--- src/rtl/output_ram_ctrl.sv ---
// Output RAM sequencer: FILL writes a frame of core results into the RAM, DRAIN streams it back out
// through a 2-entry buffer that hides the 1-cycle RAM read latency. Optional abort port: OUT_RAM_CTRL_ABORT_EN.
module output_ram_ctrl #(
    parameter int ADD_SIZE    = 11,
    parameter int DATA_SIZE   = 32,
    parameter int FRAME_WORDS = 1024
) (
    input  logic                 clk,
    input  logic                 rst,
    input  logic                 start,
`ifdef OUT_RAM_CTRL_ABORT_EN
    input  logic                 abort,
`endif
    output logic                 busy,
    output logic                 done,
    input  logic                 in_valid,
    output logic                 in_ready,
    input  logic [DATA_SIZE-1:0] in_data,
    output logic                 out_valid,
    input  logic                 out_ready,
    output logic [DATA_SIZE-1:0] out_data,
    output logic                 out_last,
    output logic                 ram_write_en,
    output logic [ADD_SIZE-1:0]  ram_write_address,
    output logic [DATA_SIZE-1:0] ram_write_data,
    output logic                 ram_read_en,
    output logic [ADD_SIZE-1:0]  ram_read_address,
    input  logic [DATA_SIZE-1:0] ram_read_data
);

    localparam int CW = ADD_SIZE + 1;
    localparam logic [CW-1:0] FRAME_CNT = CW'(FRAME_WORDS);
    localparam logic [CW-1:0] LAST_IDX  = CW'(FRAME_WORDS - 1);

    localparam logic [1:0] ST_IDLE  = 2'd0;
    localparam logic [1:0] ST_FILL  = 2'd1;
    localparam logic [1:0] ST_DRAIN = 2'd2;

    generate
        if (FRAME_WORDS < 1 || FRAME_WORDS > (1 << ADD_SIZE)) begin : g_bad_frame
            $error("output_ram_ctrl: FRAME_WORDS must be in 1..2**ADD_SIZE");
        end
    endgenerate

    logic [1:0]           state_r;
    logic [CW-1:0]        wcnt_r;
    logic [CW-1:0]        rcnt_r;
    logic [CW-1:0]        ocnt_r;
    logic [DATA_SIZE-1:0] buf0_r;
    logic [DATA_SIZE-1:0] buf1_r;
    logic [1:0]           bcnt_r;
    logic                 flight_r;
    logic                 done_r;

    logic                 abort_s;
    logic                 wr_s;
    logic                 rd_s;
    logic                 pop_s;
    logic [2:0]           occ_s;

`ifdef OUT_RAM_CTRL_ABORT_EN
    assign abort_s = abort && (state_r != ST_IDLE);
`else
    assign abort_s = 1'b0;
`endif

    // Occupancy after this cycle's pop; counting the pop lets a refill issue the same cycle for full rate.
    assign occ_s = {1'b0, bcnt_r} + {2'b00, flight_r} - {2'b00, pop_s};
    assign pop_s = (bcnt_r != 2'd0) && out_ready;
    assign wr_s  = (state_r == ST_FILL) && in_valid;
    assign rd_s  = (state_r == ST_DRAIN) && !done_r && !abort_s
                   && (rcnt_r != FRAME_CNT) && (occ_s < 3'd2);

    assign busy              = (state_r != ST_IDLE);
    assign done              = done_r;
    assign in_ready          = (state_r == ST_FILL);
    assign ram_write_en      = wr_s;
    assign ram_write_address = wr_s ? wcnt_r[ADD_SIZE-1:0] : {ADD_SIZE{1'b0}};
    assign ram_write_data    = wr_s ? in_data : {DATA_SIZE{1'b0}};
    assign ram_read_en       = rd_s;
    assign ram_read_address  = rd_s ? rcnt_r[ADD_SIZE-1:0] : {ADD_SIZE{1'b0}};
    assign out_valid         = (bcnt_r != 2'd0);
    assign out_data          = buf0_r;
    assign out_last          = out_valid && (ocnt_r == LAST_IDX);

    // Frame sequencing and the write/read/output counters; DRAIN lingers one cycle for the done pulse.
    always_ff @(posedge clk) begin
        if (!rst) begin
            state_r <= ST_IDLE;
            wcnt_r  <= {CW{1'b0}};
            rcnt_r  <= {CW{1'b0}};
            ocnt_r  <= {CW{1'b0}};
        end else begin
            case (state_r)
                ST_IDLE: begin
                    if (start) begin
                        state_r <= ST_FILL;
                        wcnt_r  <= {CW{1'b0}};
                        rcnt_r  <= {CW{1'b0}};
                        ocnt_r  <= {CW{1'b0}};
                    end
                end
                ST_FILL: begin
                    if (abort_s) begin
                        state_r <= ST_IDLE;
                    end else if (wr_s) begin
                        wcnt_r <= wcnt_r + {{(CW-1){1'b0}}, 1'b1};
                        if (wcnt_r == LAST_IDX) begin
                            state_r <= ST_DRAIN;
                        end
                    end
                end
                ST_DRAIN: begin
                    if (abort_s || done_r) begin
                        state_r <= ST_IDLE;
                    end else begin
                        if (rd_s) begin
                            rcnt_r <= rcnt_r + {{(CW-1){1'b0}}, 1'b1};
                        end
                        if (pop_s) begin
                            ocnt_r <= ocnt_r + {{(CW-1){1'b0}}, 1'b1};
                        end
                    end
                end
                default: begin
                    state_r <= ST_IDLE;
                end
            endcase
        end
    end

    // Done pulses the cycle after the final word is accepted.
    always_ff @(posedge clk) begin
        if (!rst) begin
            done_r <= 1'b0;
        end else begin
            done_r <= (state_r == ST_DRAIN) && !done_r && !abort_s && pop_s && (ocnt_r == LAST_IDX);
        end
    end

    // Two-entry output buffer fed by the registered RAM read; flushed outside DRAIN or on abort.
    always_ff @(posedge clk) begin
        if (!rst) begin
            buf0_r   <= {DATA_SIZE{1'b0}};
            buf1_r   <= {DATA_SIZE{1'b0}};
            bcnt_r   <= 2'd0;
            flight_r <= 1'b0;
        end else if (abort_s || (state_r != ST_DRAIN)) begin
            bcnt_r   <= 2'd0;
            flight_r <= 1'b0;
        end else begin
            flight_r <= rd_s;
            case ({flight_r, pop_s})
                2'b10: begin
                    if (bcnt_r == 2'd0) begin
                        buf0_r <= ram_read_data;
                    end else begin
                        buf1_r <= ram_read_data;
                    end
                    bcnt_r <= bcnt_r + 2'd1;
                end
                2'b01: begin
                    buf0_r <= buf1_r;
                    bcnt_r <= bcnt_r - 2'd1;
                end
                2'b11: begin
                    if (bcnt_r == 2'd1) begin
                        buf0_r <= ram_read_data;
                    end else begin
                        buf0_r <= buf1_r;
                        buf1_r <= ram_read_data;
                    end
                end
                default: begin
                    bcnt_r <= bcnt_r;
                end
            endcase
        end
    end

endmodule

--- config.mk ---
export PLATFORM = sky130hd
export DESIGN_NAME = output_ram_ctrl
export DESIGN_NICKNAME = d
export VERILOG_FILES = /design/src/rtl/output_ram_ctrl.sv
export SDC_FILE = /design/constraint.sdc
export NUM_CORES = 1
export LEC_CHECK = 0
export CAP_MARGIN = 20
export CORE_MARGIN = 2
export CORE_UTILIZATION = 42
export CTS_CLUSTER_DIAMETER = 40
export CTS_CLUSTER_SIZE = 25
export DETAILED_ROUTE_END_ITERATION = 10
export HOLD_SLACK_MARGIN = 0.06
export PLACE_DENSITY = 0.83
export SYNTH_ARGS = -nofsm -noshare
export SYNTH_HDL_FRONTEND = slang
export SYNTH_SLANG_ARGS = --single-unit
--- constraint.sdc ---
create_clock -name clk -period 2.9 [get_ports clk]
set_input_delay 0.435 -clock clk [delete_from_list [all_inputs] [get_ports clk]]
set_output_delay 0.435 -clock clk [all_outputs]
set_load 0.05 [all_outputs]
Word level (Yosys, flattened, before mapping). Cells that the tools add are included. W data, S select, Z words.

Eq/ne operators: 20. Bitwise operators: 2. Shifts and indexed selects: 0. Add/subtract/negate cells: 7. Divide/modulo/power cells: 0. Reduce and logical (&&, ||, !) cells: 25. Order comparisons: 1. $mul: 0. Muxes and demuxes: 24.

Operators with widths (count): $mux W32 (5); $pmux W32 S3 (1); $mux W12 (6); $pmux W12 S2 (3); $pmux W32 S2 (1); $add A12 B1 Y12 const B (3); $eq A12 B10 Y1 const B (2); $mux W11 (2); $ne A2 B2 Y1 const B (9); $reduce_and A4 Y1 (4); $ne A12 B11 Y1 const B (1); $reduce_bool A2 Y1 (6); $logic_and A1 B1 Y1 (8); $mux W2 (4); $eq A2 B1 Y1 const B (3); $eq A2 B2 Y1 const B (3); $pmux W2 S3 (1); $reduce_and A3 Y1 (2); $logic_not A2 Y1 (2); $ne A2 B1 Y1 const B (2); $pmux W2 S2 (1); $add A2 B1 Y3 (1); $lt A3 B2 Y1 const B (1); $reduce_bool A3 Y1 (1); 6 further kinds (7).

ROM bits: 0. Word-level logic and storage cells: 88. Memories: 0. Latch bits: 0. Output and inout bits: 93. Bits in writable memories: 0. Bits in registers: 106. Input bits: 69.

Logic depth before layout (Yosys ltp).
Word-level depth: 8. Gate-level depth with buffers: 13. Gate-level depth less buffers: 13.

Worst setup path after synthesis. OpenSTA, ideal clock, no wires.

Kind: register -> output. From: register bcnt_r[1]. To: output port ram_read_address[10]. Path slack: -0.794 ns. Data required time: 2.465 ns. Buffers on the path: 0. Cell stages (with the launch flop): 13. Data arrival time: 3.259 ns. Cells stage by stage: dfxtp_1 > inv_1 > ha_1 > inv_1 > nand2_1 > ha_1 > nand2_1 > fa_1 > xnor2_1 > and3_2 > nand2b_2 > inv_2 > and2_1.

Cells in the longest elaborated chain, start to end: 6. Elaborated cells between the ends (all ways): 7. Classes of those cells: 2 x add/sub; 1 x order compare; 1 x mux; 3 x reduce/logical.

Ends and longest elaborated chain: start: declaration (RTL line 51) `logic [1:0] bcnt_r;`; start signal: assignment (RTL line 160) `bcnt_r <= bcnt_r + 2'd1;`; start signal: assignment (RTL line 164) `bcnt_r <= bcnt_r - 2'd1;`; start signal: assignment (RTL line 175) `bcnt_r <= bcnt_r;`; $reduce_bool A2 Y1; net out_valid (RTL line 19) `output logic out_valid,`; $logic_and A1 B1 Y1 (RTL line 69) `assign pop_s = (bcnt_r != 2'd0) && out_ready;`; $sub A3 B1 Y3 (RTL line 68) `assign occ_s = {1'b0, bcnt_r} + {2'b00, flight_r} - {2'b00, pop_s};`; $lt A3 B2 Y1 (RTL line 72) `&& (rcnt_r != FRAME_CNT) && (occ_s < 3'd2);`; $logic_and A1 B1 Y1 (RTL line 72); net ram_read_en (RTL line 26) `output logic ram_read_en,`; $mux W11 (RTL line 81) `assign ram_read_address = rd_s ? rcnt_r[ADD_SIZE-1:0] : {ADD_SIZE{1'b0}};`; end: declaration (RTL line 27) `output logic [ADD_SIZE-1:0] ram_read_address,`.

The timed path passes the listed nets, and every way through them passes these cells.

Worst setup path in the final report.
From: register bcnt_r[0]. To: output port ram_read_address[7].

Cells in the longest elaborated chain, start to end: 6. Elaborated cells between the ends (all ways): 7. Classes of those cells: 2 x add/sub; 1 x order compare; 1 x mux; 3 x reduce/logical.

Ends and longest elaborated chain (RTL line): parallel branches: the longest is 2 deep, another holds $add A2 B1 Y3; $sub A3 B1 Y3 * (68); $lt A3 B2 Y1 * (72); $logic_and A1 B1 Y1 * (72); $mux W11 * (81).

Every way passes the cells marked *.

==> impl_metrics.yaml <==
worst_setup_path:
  reg2regPathDepth: 16
  r2r_start: "bcnt_r[0]"
  cp_data_arrival_time_ns: 2.57
  cp-endpoint: "ram_read_address[7]"
  cp-end-kind: "output port"
  startpoint_type: "flop"
  critPathMaxFanout: 7
  crit_type: "reg -> out"
  worstPathRequired_ns: 2.47
  r2r_end: "rcnt_r[2]"
  crit_start: "bcnt_r[0]"
  reg2reg_slack_ns: 0.11
global_routing:
  grt_start_max_net_pins: 65
  grt_usage_pct: 19.6
  grt_pass1_vias: 4540
  grt-ovfl-total: 0
  grt_pass1_wl_um: 21000
  antenna_found_initial: 0
logic_synthesis:
  synthCells: 568
  synth_xor_xnor_area_share_pct: 3.57
  ys_seq_area_share_pct: 41.2
  synth_compound_area_share_pct: 10.8
  synth-simple-area-share_pct: 24.9
  synth_edf_count: 0
  ys_seq_elements: 106
  syn_nets: 646
  avgSynthCellArea_um2: 9.07
  synth_top_area_cell: "dfxtp_1"
  synth_mux_area_share_pct: 12.8
  synth_top_family_by_area: "simple AND/OR/NAND/NOR gates"
  synth_fa_ha_area_share_pct: 2.33
  synth-main-ff-cell: "dfxtp_1"
  synthArstFlopShare_pct: 0
  synth_area_leaders: "dfxtp_1 41%, mux2i_1 13%, nor2_1 7.3%"
  syn-cell-area_mm2: 0.00515
  yosysWarnings: 0
  synth_top_area_share_pct: 41.2
  synthDistinctLibCells: 57
clock_tree:
  numCtsBuffers: 9
  clk_transition_reported_paths_ns: 0.07
  clkLatencyLatePin_ns: 0.35
  cts_tree: "yes"
  clock-sinks: 106
  hold_buffers: 0
  htreeDepth: 3
  clock_path_buffers: 2
  cts_root_buffer: "clkbuf_16"
die:
  fp.dieH_um: 115
  start_util_pct: 42.9
  rows: 40
  io_pins: 162
  dieArea_mm2: 0.0132
  core_mm2: 0.0120
  die_w_um: 115
cells_and_area:
  num_antenna_cells: 0
  final_nets: 808
  final_area_mm2: 0.00753
  n_fill_cell: 975
  fin_util_pct: 62.7
  area_growth_pct: 46.1
  drive_gt1_share_pct: 18.8
routing:
  antenna_left: 0
  drc: 0
  dr.pass1.iters: 4
  wl_um: 13100
  viasPerCell: 5.28
  via_count: 4653
  drtIter0Drc: 210
  routedWlPerCell_um: 14.9
placement:
  dpl.hpwl_um: 9550
  dpl_cell_area_mm2: 0.00716
  gp_congestion: 0.863
  port_buffers: 161
timing:
  worstMarginPinSlew_ns: 1.01
  finalWorstSetupSlack_ns: -0.101
  setup_viol: 12
  finClkSkew_ns: 0.0106
  slew_viol_final: 0
  final-hold-violation-count: 0
  period_needed_ns: 3.00
  relSlewSlack_pct: 32.9
  setup_tns_ns: -0.795
  fmax_ghz: 0.333
  final.period_utilization_pct: 103
  grt_setup_unrepaired: "true"
  holdWs_ns: 0.495
power:
  peakVddDrop_uv: 260
  leakagePower_uw: 0.00299
  p_per_area_mw_per_mm2: 386
status:
  status: "complete, but fails checks"
  violations: "setup timing"
worst_hold_path:
  min_path_type: "reg -> reg"
run:
  drv_cap: 0
final cells by class:
class                   count  area [µm²]  area share [%]
multi-input cells         413        2910            38.6
flip-flops and latches    106        2130            28.3
repair buffers            185        1960            26.1
clock buffers              10         229            3.04
well taps                 147         184            2.44
inverters                  15        70.1           0.931
clock inverters             6        47.5           0.632
per-stage QoR:
step	total power, µW	setup WS (ns)	instances
finish	2900	-0.101	882
global route	3000	-0.190	882
CTS	2930	-0.0907	881
detailed placement	1790	-0.143	858
floorplan	1640	0.00178	568
global placement	1790	-0.146	858
metal layers:
metal | vias to the layer above | wire (µm) | track usage, %
met5 | - | 0 | 0
met4 | 0 | 212 | 7.31
met3 | 16 | 651 | 3.32
met2 | 151 | 6770 | 35.3
met1 | 2195 | 5520 | 23.4
li1 | 2291 | - | -
what timing repair did:
| item | in CTS | in global routing |
|---|---|---|
| endpoints found under the setup margin | 12 | 12 |
| pin swaps | 4 | 5 |
| gates resized for setup | 7 | 4 |
| buffers inserted | 7 | 1 |
Yosys cell counts, types with 2 or more instances:
cell type and instances:
dfxtp_1 106, nor2_1 100, mux2i_1 66, and2_1 53, a211oi_1 35, nand2_1 19, clkbuf_1 16, inv_1 14
xnor2_1 14, nand3_1 13, a21oi_1 12, buf_2 11, nand4_1 9, nor3_1 9, ha_1 8, o21ai_0 7
xor2_1 7, nor4_1 6, and3_1 5, buf_4 5, nor2b_1 5, nor4_2 4, a221o_1 3, o22a_1 3
a21o_1 2, and4_1 2, nand2b_1 2, nand2b_4 2, or3_1 2
where the power goes:
| group | internal (µW) | total, µW | leakage (µW) | switching [µW] |
|---|---|---|---|---|
| logic | 140 | 298 | 0.00200 | 158 |
| registers | 1450 | 1460 | 0.000855 | 4.74 |
| clock network | 594 | 1150 | 0.000139 | 553 |
| total | 2190 | 2900 | 0.00299 | 716 |
how the worst min path moves through the flow:
stage	from	endpoint	slack [ns]	depth (start not counted)
floorplan	ocnt_r[1]	ocnt_r[1]	0.45	2
global placement	ocnt_r[1]	ocnt_r[1]	0.46	2
detailed placement	buf1_r[16]	buf1_r[16]	0.48	2
CTS	buf1_r[16]	buf1_r[16]	0.50	2
global route	buf1_r[0]	buf1_r[0]	0.52	2
finish	buf1_r[16]	buf1_r[16]	0.50	2
critical path, stage by stage (launching register included):
cell and delay [ns]:
dfxtp_4 0.35, inv_2 0.04, ha_4 0.16, clkinvlp_4 0.08
nand2_4 0.06, ha_4 0.28, nand2_4 0.05, fa_2 0.35
xnor2_2 0.14, and3_4 0.21, buf_4 0.15, and2_2 0.21
buf_12 0.15
placed cells by master, fill, tap and decap left out, types with 3 or more instances in the layout:
| master | n |
|---|---|
| buf_12 | 24 |
| nand2_1 | 17 |
| ha_1 | 6 |
| nand4_1 | 9 |
| xor2_1 | 7 |
| o22a_1 | 3 |
| and2_1 | 44 |
| nor3_1 | 9 |
| and2_4 | 4 |
| nor2b_1 | 5 |
| nand3_1 | 13 |
| and2_2 | 5 |
| dfxtp_1 | 104 |
| and3_1 | 5 |
| a221o_1 | 3 |
| mux2i_1 | 66 |
| nor2_1 | 96 |
| nand2b_4 | 3 |
| buf_4 | 53 |
| a21oi_1 | 12 |
| clkdlybuf4s50_1 | 105 |
| a211oi_1 | 35 |
| nor4_1 | 6 |
| xnor2_1 | 13 |
| nor4_2 | 4 |
| inv_1 | 10 |
| clkbuf_16 | 9 |
| o21ai_0 | 7 |
state kept, by name (all words and copies together), names as in the netlist:
| signal | flops |
|---|---|
| bcnt_r | 2 |
| done | 1 |
| state_r | 2 |
| ocnt_r | 12 |
| flight_r | 1 |
| out_data | 32 |
| wcnt_r | 12 |
| rcnt_r | 12 |
| buf1_r | 32 |
kinds of logic (layout without fill, tap and decap cells):
group | Yosys count | count (layout)
and+or+nand+nor | 243 | 243
DFF | 106 | 106
AOI/OAI and AO/OA | 74 | 74
muxes | 66 | 66
buffers and inverters | 49 | 216
xor gates and xnor gates | 21 | 21
adders and majority gates | 9 | 9
Power figures use the tool's default switching activity.
